==> config.mk <==
export PLATFORM = sky130hd
export DESIGN_NAME = proc_ctrl_flat
export DESIGN_NICKNAME = d
export VERILOG_FILES = /design/src/rtl/proc_pkg.sv /design/src/rtl/proc_ctrl_if.sv /design/src/rtl/proc_ctrl_cond.sv /design/src/rtl/proc_ctrl.sv /design/src/flat_wrapper.sv
export SDC_FILE = /design/constraint.sdc
export NUM_CORES = 1
export LEC_CHECK = 0
export CAP_MARGIN = 20
export CORE_MARGIN = 2
export CORE_UTILIZATION = 49
export CTS_BUF_LIST = sky130_fd_sc_hd__clkbuf_8
export CTS_CLUSTER_SIZE = 30
export DETAILED_ROUTE_END_ITERATION = 8
export MAX_ROUTING_LAYER = met4
export PLACE_DENSITY = 0.88
export SKIP_LAST_GASP = 1
export SLEW_MARGIN = 5
export SYNTH_ARGS = -nofsm -noshare
export SYNTH_HDL_FRONTEND = slang
export SYNTH_SLANG_ARGS = --single-unit
==> constraint.sdc <==
create_clock -name clock -period 4 [get_ports clock]
set_clock_uncertainty 0.05 [all_clocks]
set_input_delay 0.6 -clock clock [delete_from_list [all_inputs] [get_ports clock]]
set_output_delay 0.6 -clock clock [all_outputs]
set_load 0.02 [all_outputs]
==> src/rtl/proc_pkg.sv <==
// Shared definitions for the processor control sequencer: IR field positions,
// opcode values, sequencer state encoding and opcode classification helpers.
// Pure declarations; no logic, no latency, no flow control.
package proc_pkg;

    // Instruction register field positions
    localparam int OPER_MSB     = 31;
    localparam int OPER_LSB     = 27;
    localparam int RDST_MSB     = 26;
    localparam int RDST_LSB     = 22;
    localparam int RSRC1_MSB    = 21;
    localparam int RSRC1_LSB    = 17;
    localparam int IMM_MODE_BIT = 16;
    localparam int RSRC2_MSB    = 15;
    localparam int RSRC2_LSB    = 11;
    localparam int ISRC_MSB     = 15;
    localparam int ISRC_LSB     = 0;

    // Opcodes
    localparam logic [4:0] OP_MOVSGPR = 5'd0;
    localparam logic [4:0] OP_MOV     = 5'd1;
    localparam logic [4:0] OP_ADD     = 5'd2;
    localparam logic [4:0] OP_SUB     = 5'd3;
    localparam logic [4:0] OP_MUL     = 5'd4;
    localparam logic [4:0] OP_OR      = 5'd5;
    localparam logic [4:0] OP_AND     = 5'd6;
    localparam logic [4:0] OP_XOR     = 5'd7;
    localparam logic [4:0] OP_XNOR    = 5'd8;
    localparam logic [4:0] OP_NAND    = 5'd9;
    localparam logic [4:0] OP_NOR     = 5'd10;
    localparam logic [4:0] OP_NOT     = 5'd11;
    localparam logic [4:0] OP_JUMP    = 5'd16;
    localparam logic [4:0] OP_JCARRY  = 5'd17;
    localparam logic [4:0] OP_JNOCARRY= 5'd18;
    localparam logic [4:0] OP_JSIGN   = 5'd19;
    localparam logic [4:0] OP_JNOSIGN = 5'd20;
    localparam logic [4:0] OP_JZERO   = 5'd21;
    localparam logic [4:0] OP_JNOZERO = 5'd22;
    localparam logic [4:0] OP_JOVF    = 5'd23;
    localparam logic [4:0] OP_JNOVF   = 5'd24;
    localparam logic [4:0] OP_HALT    = 5'd31;

    // Sequencer states; STEPWAIT is only reachable in single-step builds
    typedef enum logic [2:0] {
        ST_IDLE,
        ST_FETCH,
        ST_DECODE,
        ST_EXECUTE,
        ST_WRITEBACK,
        ST_NEXT,
        ST_HALT,
        ST_STEPWAIT
    } state_t;

    // Opcodes 0..11 go through the datapath
    function automatic logic is_alu(input logic [4:0] op);
        return op <= OP_NOT;
    endfunction

    function automatic logic is_jump(input logic [4:0] op);
        return (op >= OP_JUMP) && (op <= OP_JNOVF);
    endfunction

    // MOV and MOVSGPR leave the flags alone
    function automatic logic sets_flags(input logic [4:0] op);
        return (op >= OP_ADD) && (op <= OP_NOT);
    endfunction

endpackage

==> src/rtl/proc_ctrl_if.sv <==
// Instruction-memory fetch bus between the sequencer and instruction memory.
// No latency of its own; request is held until the memory returns valid.
// Backpressure: memory stalls the sequencer simply by withholding imem_valid.
interface proc_ctrl_if #(
    parameter int PC_W = 8
);
    logic            imem_req;
    logic [PC_W-1:0] imem_addr;
    logic [31:0]     imem_rdata;
    logic            imem_valid;

    modport master (output imem_req, imem_addr, input imem_rdata, imem_valid);
    modport slave  (input imem_req, imem_addr, output imem_rdata, imem_valid);
endinterface

==> src/rtl/proc_ctrl_cond.sv <==
// Jump condition resolver: opcode plus registered flags -> branch taken.
// Purely combinational, zero latency.
// No flow control; non-jump opcodes always resolve to not-taken.
module proc_ctrl_cond
    import proc_pkg::*;
(
    input  logic [4:0] op,
    input  logic       zero,
    input  logic       sign,
    input  logic       carry,
    input  logic       overflow,
    output logic       taken
);

    // Map each conditional jump to the flag (or its inverse) it tests
    always_comb begin
        taken = 1'b0;
        case (op)
            OP_JUMP:     taken = 1'b1;
            OP_JCARRY:   taken = carry;
            OP_JNOCARRY: taken = ~carry;
            OP_JSIGN:    taken = sign;
            OP_JNOSIGN:  taken = ~sign;
            OP_JZERO:    taken = zero;
            OP_JNOZERO:  taken = ~zero;
            OP_JOVF:     taken = overflow;
            OP_JNOVF:    taken = ~overflow;
            default:     taken = 1'b0;
        endcase
    end

endmodule

==> src/rtl/proc_ctrl.sv <==
// Fetch/decode/execute/writeback sequencer owning pc and ir (PROC_CTRL_STEP_EN adds single-step).
// Latency: ALU op 4 + fetch cycles (MUL 3 + MUL_LAT + fetch), jump/illegal 2 + fetch cycles.
// Backpressure: imem_req held in FETCH until imem_valid; all outputs are registered.
module proc_ctrl
    import proc_pkg::*;
#(
    parameter int PC_W    = 8,
    parameter int MUL_LAT = 2
) (
    input  logic            clock,
    input  logic            reset,
    input  logic            start,
    input  logic            step,
    proc_ctrl_if.master     imem,
    input  logic            zero,
    input  logic            sign,
    input  logic            carry,
    input  logic            overflow,
    output logic [31:0]     ir,
    output logic [PC_W-1:0] pc,
    output logic            alu_en,
    output logic            gpr_we,
    output logic            sgpr_we,
    output logic            flag_we,
    output logic            busy,
    output logic            halted,
    output logic            illegal
);

    localparam int CNT_W = (MUL_LAT > 1) ? $clog2(MUL_LAT) : 1;

    state_t           state;
    logic             taken;
    logic             cond_taken;
    logic             imem_req_q;
    logic [CNT_W-1:0] exec_cnt;
    logic [4:0]       op;

    assign op             = ir[OPER_MSB:OPER_LSB];
    assign imem.imem_req  = imem_req_q;
    assign imem.imem_addr = pc;

`ifndef PROC_CTRL_STEP_EN
    // Without single-step the step input has no function
    logic unused_step;
    assign unused_step = step;
`endif

    proc_ctrl_cond u_cond (
        .op       (op),
        .zero     (zero),
        .sign     (sign),
        .carry    (carry),
        .overflow (overflow),
        .taken    (cond_taken)
    );

    // Sequencer FSM; every output is set on the transition into the state that owns it
    always_ff @(posedge clock) begin
        if (reset) begin
            state      <= ST_IDLE;
            pc         <= '0;
            ir         <= '0;
            imem_req_q <= 1'b0;
            alu_en     <= 1'b0;
            gpr_we     <= 1'b0;
            sgpr_we    <= 1'b0;
            flag_we    <= 1'b0;
            busy       <= 1'b0;
            halted     <= 1'b0;
            illegal    <= 1'b0;
            taken      <= 1'b0;
            exec_cnt   <= '0;
        end else begin
            case (state)
                ST_IDLE: begin
                    if (start) begin
                        state      <= ST_FETCH;
                        imem_req_q <= 1'b1;
                        busy       <= 1'b1;
                    end
                end
                ST_FETCH: begin
                    if (imem.imem_valid) begin
                        ir         <= imem.imem_rdata;
                        imem_req_q <= 1'b0;
                        state      <= ST_DECODE;
                    end
                end
                ST_DECODE: begin
                    if (is_alu(op)) begin
                        state    <= ST_EXECUTE;
                        alu_en   <= 1'b1;
                        exec_cnt <= (op == OP_MUL) ? CNT_W'(MUL_LAT - 1) : '0;
                    end else if (is_jump(op)) begin
                        // flags are sampled here, not in NEXT
                        state <= ST_NEXT;
                        taken <= cond_taken;
                    end else if (op == OP_HALT) begin
                        state  <= ST_HALT;
                        busy   <= 1'b0;
                        halted <= 1'b1;
                    end else begin
                        // undefined opcode behaves as a NOP but is remembered
                        state   <= ST_NEXT;
                        taken   <= 1'b0;
                        illegal <= 1'b1;
                    end
                end
                ST_EXECUTE: begin
                    if (exec_cnt == '0) begin
                        state   <= ST_WRITEBACK;
                        alu_en  <= 1'b0;
                        gpr_we  <= 1'b1;
                        sgpr_we <= (op == OP_MUL);
                        flag_we <= sets_flags(op);
                    end else begin
                        exec_cnt <= exec_cnt - 1'b1;
                    end
                end
                ST_WRITEBACK: begin
                    state   <= ST_NEXT;
                    gpr_we  <= 1'b0;
                    sgpr_we <= 1'b0;
                    flag_we <= 1'b0;
                end
                ST_NEXT: begin
                    pc    <= taken ? ir[PC_W-1:0] : pc + 1'b1;
                    taken <= 1'b0;
`ifdef PROC_CTRL_STEP_EN
                    state <= ST_STEPWAIT;
`else
                    state      <= ST_FETCH;
                    imem_req_q <= 1'b1;
`endif
                end
`ifdef PROC_CTRL_STEP_EN
                ST_STEPWAIT: begin
                    if (step) begin
                        state      <= ST_FETCH;
                        imem_req_q <= 1'b1;
                    end
                end
`endif
                ST_HALT: begin
                    // pc still points at the HALT word; resume just past it
                    if (start) begin
                        pc         <= pc + 1'b1;
                        state      <= ST_FETCH;
                        imem_req_q <= 1'b1;
                        busy       <= 1'b1;
                        halted     <= 1'b0;
                    end
                end
                default: begin
                    state      <= ST_IDLE;
                    imem_req_q <= 1'b0;
                    busy       <= 1'b0;
                end
            endcase
        end
    end

endmodule

==> src/flat_wrapper.sv <==
// flat-port wrapper written by rule: the top's interface ports become plain ports
module proc_ctrl_flat import proc_pkg::*;
#(
    parameter int PC_W    = 8,
    parameter int MUL_LAT = 2
)
  (clock, reset, start, step, zero, sign, carry, overflow, ir, pc, alu_en, gpr_we, sgpr_we, flag_we, busy, halted, illegal, imem_imem_req, imem_imem_addr, imem_imem_rdata, imem_imem_valid);
  proc_ctrl_if #(.PC_W(PC_W)) imem_i ();
  input  logic clock;
  input  logic reset;
  input  logic start;
  input  logic step;
  input  logic zero;
  input  logic sign;
  input  logic carry;
  input  logic overflow;
  output logic [31:0] ir;
  output logic [PC_W-1:0] pc;
  output logic alu_en;
  output logic gpr_we;
  output logic sgpr_we;
  output logic flag_we;
  output logic busy;
  output logic halted;
  output logic illegal;
  output wire logic [$bits(imem_i.imem_req)-1:0] imem_imem_req;
  output wire logic [$bits(imem_i.imem_addr)-1:0] imem_imem_addr;
  input wire logic [$bits(imem_i.imem_rdata)-1:0] imem_imem_rdata;
  input wire logic [$bits(imem_i.imem_valid)-1:0] imem_imem_valid;
  assign imem_imem_req = imem_i.imem_req;
  assign imem_imem_addr = imem_i.imem_addr;
  assign imem_i.imem_rdata = imem_imem_rdata;
  assign imem_i.imem_valid = imem_imem_valid;
  proc_ctrl #(.PC_W(PC_W), .MUL_LAT(MUL_LAT)) u_core (.clock(clock), .reset(reset), .start(start), .step(step), .imem(imem_i), .zero(zero), .sign(sign), .carry(carry), .overflow(overflow), .ir(ir), .pc(pc), .alu_en(alu_en), .gpr_we(gpr_we), .sgpr_we(sgpr_we), .flag_we(flag_we), .busy(busy), .halted(halted), .illegal(illegal));
endmodule
### Yosys cells after proc, flatten, opt, wreduce, memory -nomap -nowiden

Index checks and enable logic that the tools add are counted.

| storage, ports and cells | value |
|---|---|
| register bits after elaboration | 53 |
| bits in latches | 0 |
| memory bits (writable) | 0 |
| ROM bits | 0 |
| output and inout port bits | 56 |
| memories kept | 0 |

| operators by class | value |
|---|---|
| $add $sub $neg | 2 |
| multiply operators | 0 |
| divide/modulo/power cells | 0 |
| magnitude comparators | 4 |
| equality and inequality tests | 26 |
| shift-type cells | 0 |
| muxes and demuxes | 40 |
| bitwise operators | 9 |
| reductions and logical operators | 22 |

Operators by type and width:

| cell | number |
|---|---|
| == test 5 bit, second input constant | 10 |
| 2-to-1 mux 1 bit | 20 |
| one-hot mux 3 bit (6 select lines) | 1 |
| 2-to-1 mux 8 bit | 2 |
| one-hot mux 8 bit (2 select lines) | 1 |
| 2-to-1 mux 3 bit | 5 |
| one-hot mux 1 bit (2 select lines) | 7 |
| AND reduction 3 bit | 4 |
| != test 2 bit, second input constant | 5 |
| AND reduction 5 bit | 2 |
| nonzero test 2 bit | 5 |
| == test 3 bit, second input constant | 3 |
| NOT 1 bit | 9 |
| one-hot mux 1 bit (9 select lines) | 1 |
| adder 8 x 1 -> 8 bit, second input constant | 1 |
| AND reduction 2 bit | 4 |
| == test 3 x 2 -> 1 bit, second input constant | 2 |
| != test 2 x 1 -> 1 bit, second input constant | 3 |
| == test 5 x 3 -> 1 bit, second input constant | 1 |
| greater-or-equal comparator 5 x 2 -> 1 bit, second input constant | 1 |
| greater-or-equal comparator 5 bit, second input constant | 1 |
| <= comparator 5 x 4 -> 1 bit, second input constant | 1 |
| <= comparator 5 bit, second input constant | 1 |
| one-hot mux 1 bit (4 select lines) | 1 |
| other kinds (11) | 12 |

### Logic depth before layout (Yosys ltp)

| logic depth | value |
|---|---|
| word-level depth | 5 |
| mapped depth | 6 |

### Hierarchy

Synthesis repeated with hierarchy kept, for this count alone.

| unflattened totals | value |
|---|---|
| cells, all modules | 318 |
| area total of the unflattened synthesis | 2537.4 µm² |

Modules (own cells, without submodules):

| module | instances | cells each | area an instance (µm²) | sequential area each (µm²) |
|---|---|---|---|---|
| proc_ctrl | 1 | 304 | 2446.1 | 1061.0 |
| proc_ctrl_cond | 1 | 14 | 91.3 | 0.0 |

### Worst setup path before layout

OpenSTA, ideal clock, no wires.

| timing | value |
|---|---|
| path kind | register to register |
| start point | register u_core.ir[29] |
| end point | register u_core.taken |
| library setup time | 0.125 ns |
| arrival | 1.396 ns |
| data required time | 3.825 ns |
| setup slack | 2.429 ns |
| stages on the path, launching flop included | 6 |
| buffers on the path | 1 |
| clock period less this slack | 1.571 ns |
| cells stage by stage | dfxtp_1 -> buf_2 -> mux2i_1 -> mux2_2 -> a22oi_1 -> o22ai_1 |

| between the ends | value |
|---|---|
| cells in the longest elaborated chain, start to end | 5 |
| elaborated cells on any way between the ends | 21 |
| those cells by class | 3 x order compare; 12 x eq/ne; 4 x mux; 2 x reduce/logical |

RTL lines:

| item | line | RTL |
|---|---|---|
| from (decl) | proc_ctrl.sv:19 | `output logic [31:0] ir,` |
| from (signal assigned) | proc_ctrl.sv:85 | `ir <= imem.imem_rdata;` |
| greater-or-equal comparator 5 bit, or another cell as far along | proc_pkg.sv:61 | `return (op >= OP_JUMP) && (op <= OP_JNOVF);` |
| logical AND 1 bit / one-hot mux 1 bit (9 select lines) (equally long branches) | proc_pkg.sv:61, proc_ctrl_cond.sv:18 |  |
| 2-to-1 mux 1 bit | proc_ctrl.sv:95 | `end else if (is_jump(op)) begin` |
| 2-to-1 mux 1 bit | proc_ctrl.sv:91 | `if (is_alu(op)) begin` |
| one-hot mux 1 bit (2 select lines) | proc_ctrl.sv:75 | `case (state)` |
| to (signal assigned) | proc_ctrl.sv:98 | `taken <= cond_taken;` |
| to (decl) | proc_ctrl.sv:33 | `logic taken;` |

Parallel ways exist; a longest one is shown, timed or not. The select of a mux whose other input is x is not followed.
A chain may end at the register's enable or synchronous reset.

### Final worst setup path

| timing | value |
|---|---|
| start point | register u_core.ir[31] |
| end point | output port ir[31] |

RTL lines:

| item | line | RTL |
|---|---|---|
| to (decl) | flat_wrapper.sv:17 | `output logic [31:0] ir;` |

No word-level cell between the ends.

==> impl_results.md <==
* Outcome: finished, final reports clean
* Clock Sinks at between 50 and 60
* # IOs at a little under 100
* Initial core utilization at about half
* Final ANT Viol Nets at 0
* CP endpoint kind: output pin
* Total GRT Usage at between 20% and 30%
* CP top delay family: buffers and inverters
* Total number of vias at roughly 2500
* Rel. slew slack at 35.22%
* Setup Fix Bufs, Post-CTS at 0
* Buf+Inv Stages, Crit Path at 1
* WP data required at between 3 and 4 ns
* Post-synth EDFFs at 0
* Worst path arrival time at ~1.6 ns
* Synth Cell Area at 0.002529 sq mm
* Port Buffer Count at 95
* Worst path slowest cell: clkdlybuf4s50_1
* Top cell type's share of synthesized area at around two fifths
* Crit-path max cell delay at 0.69 ns
* Leakage at 1.194 nW
* DP Wirelength at around 4500 um
* Post-Route WL at roughly 6500 um
* Total CTS buffers at 5
* Post-synth top flop: dfxtp_1
* Hold path depth at 2
* H-tree lvl count at 2
* Final worst path period share at 55.72%
* First-pass GRT wire length at a little over 10000 um
* # resized after CTS at 0
* Die W at roughly 76 um
* HP Class: reg -> reg
* Setup violators final at 0
* R2R cell count at 4
* Slew @ Worst Pin at just under 1 ns
* Hold_buf cts at 0
* Top-count cell post-synth: nand2_1
* CTS tree: done
* DR pass1 iterations at 4
* Die ar. at around 0.0058 sq mm
* Placed Instance Area at 0.003402 sq mm
* Area Overhead vs Synth at 37.95%
* Post-Syn Nets at 365
* Layout cell share with drive strength beyond 1 at ~3.8%
* Slew Viols, Final at 0
* Gpl congestion at approximately 0.87
* Post-DR vias/cell at ~5.4
* Fillers at just over 400
* Number of global-route vias before repair at around 2200
* VDD IR max at 332.3 uV
* WL/cell at 13.92 um
* Clock slew at reported path FFs at ~0.09 ns
* Fmax at around 450 MHz
* Leading area contributor after synthesis: dfxtp_1
* Initial antenna violation count at 0
* Hold wc startpoint: u_core.ir[11]
* Setup ws final at 1.771 ns
* Storage element area at ~0.0011 sq mm
* Diodes inserted at 0
* Final core occ at about 69%
* Dpl ws at around 1.6 ns
* Grt ovf at 0
* Setup tns final at 0 ns
* RSZ-0062 raised after global routing: no
* Root Driver: clkbuf_8
* Sequential fraction of the synthesis area at 41.96%
* Worst skew pair latency at around 0.31 ns
* Post-route cell area at roughly 0.0035 sq mm
* Syn_area_per_cell at a little under 8 sq um
* Crit path cell chain: clkdlybuf4s50_1
* Dominant cells by area after synthesis: dfxtp_1, nand2_1, a21oi_1
* Post-synth top cells: nand2_1, a21oi_1, dfxtp_1, o21ai_0, clkbuf_1
* Number of distinct standard cells referenced by the synthesized netlist at 46
* Largest net degree at the start of global routing at 55
* Startpoint Class: flip-flop
* Yosys warns at 0
* Worst reg2reg startpoint: u_core.state[2]
* Cell Pwr Density at just over 300 mW/mm^2
* Tot Pwr at roughly 1.1 mW
* Cells after Synth at between 300 and 400
* Reg-to-Reg End: u_core.imem.imem_addr[5]
* Hold EP: u_core.ir[11]
* Crit path kind: reg -> out
* Min Tclk post-route at ~2.2 ns
* Post-synth ARST share at 0%
* CP Max Fanout at 11
* CTS max path bufs at 2
* Multi-input combinational cell area at ~0.0013 sq mm
* Core Area at between 0.005 and 0.006 sq mm
* Die Span Y at roughly 76 um
* DRT iter0 DRCs at 252
* # rows at 26
* Layout Nets at 436
* Seq cells post-synth at 53
* R2r setup slk at 1.86 ns
* Final hold vios at 0
* Max-cap violations at 0
* Drt drc at 0
[worst max-delay path by stage]
stage | depth (start not counted) | startpoint | to
after CTS | 1 | u_core.ir[31] | ir[31]
after floorplan | 5 | u_core.ir[29] | u_core.taken
after detailed placement | 5 | start | u_core.imem.imem_addr[4]
final | 1 | u_core.ir[31] | ir[31]
after global placement | 5 | start | u_core.imem.imem_addr[2]
after global routing | 4 | u_core.state[2] | u_core.imem.imem_addr[7]
[per-layer routing]
layer | vias up | global-route usage (%) | wire [um]
met5 | - | - | 0
met2 | 87 | 35.15 | 2982
met3 | 5 | 8.730 | 535
met1 | 1145 | 31.01 | 2890
li1 | 1258 | - | -
met4 | 0 | 7.018 | 64
[per-stage QoR]
step                      cells  hold slack, ns
final                       465          0.4108
after global routing        465          0.4260
after CTS                   465          0.4092
after detailed placement    457          0.3975
after global placement      457          0.3905
after floorplan             323          0.4219
[power by group]
part	leakage, nW	internal [mW]	switching (mW)	total, mW
sequential	0.430	0.551	0.0285	0.580
clock	0.0439	0.121	0.181	0.302
combinational	0.720	0.104	0.0970	0.201
total	1.19	0.776	0.306	1.08
[cells in the final DEF, fill, tap and decap left out, types with 3 or more instances in the layout]
master	count
and2b_1	4
nand4_1	3
clkbuf_8	5
nand3b_1	4
dfxtp_1	53
and4_1	3
mux2i_1	4
clkdlybuf4s50_1	94
nor2_1	8
a211oi_1	7
nand2b_1	8
o21ai_0	19
a21oi_1	55
and3_1	6
nand3_1	5
nand2_1	74
[sequential cells by signal, summed over array words and instances, names as in the netlist]
| register | flops |
|---|---|
| u_core.alu_en | 1 |
| u_core.taken | 1 |
| u_core.sgpr_we | 1 |
| u_core.busy | 1 |
| u_core.illegal | 1 |
| u_core.flag_we | 1 |
| u_core.ir | 32 |
| u_core.imem.imem_addr | 8 |
| u_core.gpr_we | 1 |
| u_core.imem.imem_req | 1 |
| u_core.exec_cnt | 1 |
| u_core.halted | 1 |
| u_core.state | 3 |
[logic make-up after synthesis]
family          share of synthesized area [%]
mux                                     2.029
simple gates                            24.15
fa+ha+maj                              0.4947
compound gates                          24.15
buf+inv                                 7.224
flops                                   41.96
[final cells by class]
type | count | share of cell area [%]
Clock buffer | 5 | 1.973
Clock inverter | 3 | 0.5022
Inverter | 2 | 0.2152
Multi-Input combinational cell | 235 | 36.84
Sequential cell | 53 | 30.42
Tap cell | 70 | 2.511
Timing Repair Buffer | 97 | 27.55
(Power assumes the default switching activity.)
